<file path="src/rtl/uart_pkg.sv">
// Shared UART definitions: oversampling constants and FSM state encoding.
// UART_RX_PARITY_EN adds the PARITY state, widening the encoding to 3 bits.
package uart_pkg;

  localparam int unsigned OVERSAMPLE = 16;
  localparam int unsigned MID_TICK   = 7;

`ifdef UART_RX_PARITY_EN
  typedef enum logic [2:0] {IDLE, START, DATA, PARITY, STOP} state_e;
`else
  typedef enum logic [1:0] {IDLE, START, DATA, STOP} state_e;
`endif

endpackage

</file>
<file path="src/rtl/sync_2ff.sv">
// Generic two-flop synchronizer for a single asynchronous input bit.
module sync_2ff #(
  parameter logic RST_VAL = 1'b0
) (
  input  logic clk_i,
  input  logic rst_i,
  input  logic d_i,
  output logic q_o
);

  logic meta_q;

  always_ff @(posedge clk_i or posedge rst_i) begin
    if (rst_i) begin
      meta_q <= RST_VAL;
      q_o    <= RST_VAL;
    end else begin
      meta_q <= d_i;
      q_o    <= meta_q;
    end
  end

endmodule

</file>
<file path="src/rtl/uart_rx.sv">
// UART receiver, 16x oversampled, LSB first, Mealy rx_done_tick at the stop sample.
// Define UART_RX_PARITY_EN to insert an even-parity bit between data and stop.
module uart_rx
  import uart_pkg::*;
#(
  parameter int unsigned DBIT    = 8,
  parameter int unsigned SB_TICK = 16
) (
  input  logic            clk,
  input  logic            reset,
  input  logic            rx,
  input  logic            s_tick,
  output logic [DBIT-1:0] dout,
  output logic            rx_done_tick,
  output logic            frame_err,
  output logic            parity_err
);

  localparam int unsigned NW = (DBIT > 1) ? $clog2(DBIT) : 1;
  localparam int unsigned SW = (SB_TICK > OVERSAMPLE) ? $clog2(SB_TICK) : $clog2(OVERSAMPLE);

  localparam logic [SW-1:0] S_MID  = SW'(MID_TICK);
  localparam logic [SW-1:0] S_LAST = SW'(OVERSAMPLE - 1);
  localparam logic [SW-1:0] S_STOP = SW'(SB_TICK - 1);
  localparam logic [NW-1:0] N_LAST = NW'(DBIT - 1);

  state_e          state_q, state_d;
  logic [SW-1:0]   s_q, s_d;
  logic [NW-1:0]   n_q, n_d;
  logic [DBIT-1:0] b_q, b_d;
  logic            rx_s;

  sync_2ff #(
    .RST_VAL(1'b1)
  ) u_sync (
    .clk_i(clk),
    .rst_i(reset),
    .d_i  (rx),
    .q_o  (rx_s)
  );

`ifdef UART_RX_PARITY_EN
  logic par_q, par_d;

  always_ff @(posedge clk or posedge reset) begin
    if (reset) par_q <= 1'b0;
    else       par_q <= par_d;
  end
`endif

  always_ff @(posedge clk or posedge reset) begin
    if (reset) begin
      state_q <= IDLE;
      s_q     <= '0;
      n_q     <= '0;
      b_q     <= '0;
    end else begin
      state_q <= state_d;
      s_q     <= s_d;
      n_q     <= n_d;
      b_q     <= b_d;
    end
  end

  always_comb begin
    state_d      = state_q;
    s_d          = s_q;
    n_d          = n_q;
    b_d          = b_q;
    rx_done_tick = 1'b0;
`ifdef UART_RX_PARITY_EN
    par_d        = par_q;
`endif
    case (state_q)
      IDLE: begin
        if (!rx_s) begin
          state_d = START;
          s_d     = '0;
        end
      end
      START: begin
        if (s_tick) begin
          if (s_q == S_MID) begin
            if (!rx_s) begin
              state_d = DATA;
              s_d     = '0;
              n_d     = '0;
            end else begin
              state_d = IDLE;
            end
          end else begin
            s_d = s_q + 1'b1;
          end
        end
      end
      DATA: begin
        if (s_tick) begin
          if (s_q == S_LAST) begin
            s_d = '0;
            b_d = {rx_s, b_q[DBIT-1:1]};
            if (n_q == N_LAST) begin
`ifdef UART_RX_PARITY_EN
              state_d = PARITY;
`else
              state_d = STOP;
`endif
            end else begin
              n_d = n_q + 1'b1;
            end
          end else begin
            s_d = s_q + 1'b1;
          end
        end
      end
`ifdef UART_RX_PARITY_EN
      PARITY: begin
        if (s_tick) begin
          if (s_q == S_LAST) begin
            s_d     = '0;
            par_d   = rx_s ^ (^b_q);
            state_d = STOP;
          end else begin
            s_d = s_q + 1'b1;
          end
        end
      end
`endif
      STOP: begin
        if (s_tick) begin
          if (s_q == S_STOP) begin
            rx_done_tick = 1'b1;
            state_d      = IDLE;
          end else begin
            s_d = s_q + 1'b1;
          end
        end
      end
      default: state_d = IDLE;
    endcase
  end

  assign dout      = b_q;
  assign frame_err = rx_done_tick & ~rx_s;
`ifdef UART_RX_PARITY_EN
  assign parity_err = rx_done_tick & par_q;
`else
  assign parity_err = 1'b0;
`endif

endmodule

</file>
<file path="config.mk">
export PLATFORM = sky130hd
export DESIGN_NAME = uart_rx
export DESIGN_NICKNAME = d
export VERILOG_FILES = /design/src/rtl/uart_pkg.sv /design/src/rtl/sync_2ff.sv /design/src/rtl/uart_rx.sv
export SDC_FILE = /design/constraint.sdc
export NUM_CORES = 1
export LEC_CHECK = 0
export BUFFER_PORTS_ARGS = -buffer_cell sky130_fd_sc_hd__buf_2
export CAP_MARGIN = 20
export CORE_MARGIN = 1.5
export CORE_UTILIZATION = 54
export DETAILED_ROUTE_END_ITERATION = 10
export PLACE_DENSITY = 0.72
export SYNTH_ARGS = -nofsm -noshare
export SYNTH_HDL_FRONTEND = slang
export SYNTH_HIERARCHICAL = 1
export SYNTH_SLANG_ARGS = --single-unit
export TNS_END_PERCENT = 30
</file>
<file path="constraint.sdc">
create_clock -name clk -period 2.2 [get_ports clk]
set_input_delay 0.11 -clock clk [delete_from_list [all_inputs] [get_ports clk]]
set_output_delay 0.11 -clock clk [all_outputs]
set_load 0.005 [all_outputs]
</file>
==> flow_summary.ini <==
[status]
status = completed

[detailed_routing]
postRouteAntennaNets = 0
first_pass_iters = 2
finalWirelength_um = 1540
drtIter0Drc = 9
wl_per_cell_um = 12.9
drcViolationCount = 0
route.vias.total = 649
viasPerCell = 5.45

[worst_setup_path]
r2r_start = s_q[1]
startpoint = s_q[1]
crit_required_ns = 2.39
crit_arrival_ns = 1.98
worstSetupEndpointType = register
crit_path_start_kind = register
critPathMaxFanout = 8
critPathKind = register to register

[global_routing]
grt_pass1_vias = 615
antenna_found_initial = 0
track_usage_pct = 18.3
grt_overflow = 0
grt_pass1_wl_um = 2660
grt_max_degree = 18

[floorplan]
dieArea_mm2 = 0.00210
die_h_um = 45.8
initial_core_util_pct = 57.2
ioPinCount = 15
row_count = 15
core_area_mm2 = 0.00173
dieWidth_um = 45.8

[hold_path]
hold_start = s_tick
hold_path.class = primary input to register

[timing]
drv_slew = 0
min_period_ns = 1.79
grt_setup_unrepaired = false
setup_tns_ns = 0
fmax_mhz = 559
hold_violations = 0
final.period_utilization_pct = 81.4
setup_viol = 0
tightest_slew_ns = 0.636
finalClockSkew_ns = 0.00357
slew_headroom_pct = 57.6

[yosys]
syn_inst = 80
synth.distinct_cells = 33
syn_avg_cell_area_um2 = 12.4
synth_area_um2 = 988
ys_seq_area_share_pct = 48.4
yosysWarningCount = 6
syn-num-nets = 87
ys_ff_latch = 19

[final_layout]
layout_common_cells = dfrtp_1, buf_2, mux2_2
area_delta_synth_final_pct = 9.75
antenna-diode-count = 0
multi_input_area_um2 = 452
stdcell_area_mm2 = 0.00108
drive_gt1_share_pct = 39.4
fillerInstances = 158
layout_commonest_cell = dfrtp_1
fin_nets = 102
seqCellArea_um2 = 478
fin_util_pct = 62.8

[place]
portBuffers = 13
dp_hpwl_um = 1080
detailed_place.area_mm2 = 0.00104
place.gp.congestion = 0.813

[clock_network]
cts_made_buffers = 3
post_cts_resized = 0
cts_root_buf = clkbuf_4
clock_sink_count = 19
path_clk_slew_ns = 0.11
clk-insertion-delay-late_ns = 0.29
tritoncts = done
ctsLongestPathBuffers = 2
post_cts_buffers = 0
ctsHoldBuffers = 2
htreeDepth = 1

[run]
drv_cap = 0

[power_and_ir_drop]
power_leakage_nw = 0.534
power_density_mw_per_mm2 = 868
vdd_drop_max_mv = 0.488
==> Yosys cell counts <==
cell	n	area, um^2
dfstp_2	2	52.6
buf_2	1	5.00
nand4_1	1	6.26
and4_1	1	8.76
nor4_4	1	21.3
and4bb_1	1	12.5
o21bai_1	1	7.51
o21ai_0	4	20.0
nand2_1	3	11.3
mux2_2	10	113
a22o_1	3	26.3
o311ai_0	1	8.76
nor2_1	5	18.8
nor3_4	1	16.3
nor2_2	1	6.26
a211o_1	1	8.76
nand3_1	2	10.0
a21oi_1	1	5.00
nor2b_1	1	6.26
conb_1	1	3.75
dfrtp_1	17	425
ha_1	3	37.5
a22o_2	1	10.0
buf_12	1	20.0
nor4b_4	1	23.8
a221o_1	1	10.0
nand2_2	1	6.26
nand3_4	1	17.5
nor3b_1	1	7.51
a31o_2	1	8.76
inv_1	3	11.3
buf_4	3	22.5
nor3_1	4	20.0
==> path summary, 6_finish.rpt <==
path / to / slack [ns] / depth (start not counted)
hold / removal: s_q[2] / 0.30 / 4
hold reg to reg: u_sync/q_o / 0.36 / 0
max in group asynchronous: asynchronous set/reset pin / 1.35 / 3
setup / recovery: dout[5] / 0.41 / 4
min in group asynchronous: u_sync/meta_q / 0.38 / 3
setup reg to reg: dout[5] / 0.41 / 4
==> registers in the layout (all words and copies together) (netlist names), named ones only <==
signal and count:
dout 8, s_q 4, n_q 3, state_q 1
u_sync/meta_q 1, u_sync/q_o 1
==> area by class of cell <==
cell class	instances	area share [%]
Clock buffer	3	2.08
Clock inverter	1	0.461
Inverter	3	1.04
Multi-Input combinational cell	53	41.6
Sequential cell	19	44.1
Tap cell	25	2.88
Timing Repair Buffer	15	7.84
==> layer usage <==
metal,vias up,part of all wire [%],global-route usage [%]
li1,319,-,-
met1,312,49,26.2
met2,14,45,25.9
met3,4,3.1,3.57
met4,0,2.6,10.3
met5,-,0,0
==> report_power, final <==
group / total [W] / switching (W) / leakage (nW) / internal [W]
Clock: 0.000172 / 0.000104 / 0.0177 / 0.0000677
Combinational: 0.000251 / 0.000125 / 0.271 / 0.000127
Sequential: 0.000518 / 0.000113 / 0.245 / 0.000405
==> kinds of logic after synthesis <==
family,after synthesis,share of synthesized area [%]
flip-flops,19,48.4
AND/OR/NAND/NOR,25,19.5
other,1,0.379
AO/OA/AOI/OAI,14,10.6
buffers and inverters,8,5.95
multiplexers,10,11.4
adder cells (fa/ha/maj),3,3.80
==> per-stage QoR <==
stage | setup WS [ns] | std cells | hold slack, ns | power, W
4_1_cts | 0.398 | 119 | 0.294 | 0.000954
2_1_floorplan | 0.606 | 80 | 0.0215 | 0.000781
5_1_grt | 0.258 | 119 | 0.334 | 0.00100
3_5_place_dp | 0.418 | 113 | 0.154 | 0.000777
3_3_place_gp | 0.482 | 113 | 0.143 | 0.000760
6_report | 0.409 | 119 | 0.297 | 0.000941
==> critical path: stages, from the launching register on <==
cell,delay (ns)
dfrtp_1,0.39
ha_1,0.36
nand3_4,0.16
nor3_4,0.39
mux2_2,0.38
Note: power is estimated with default switching activity, not from simulation.
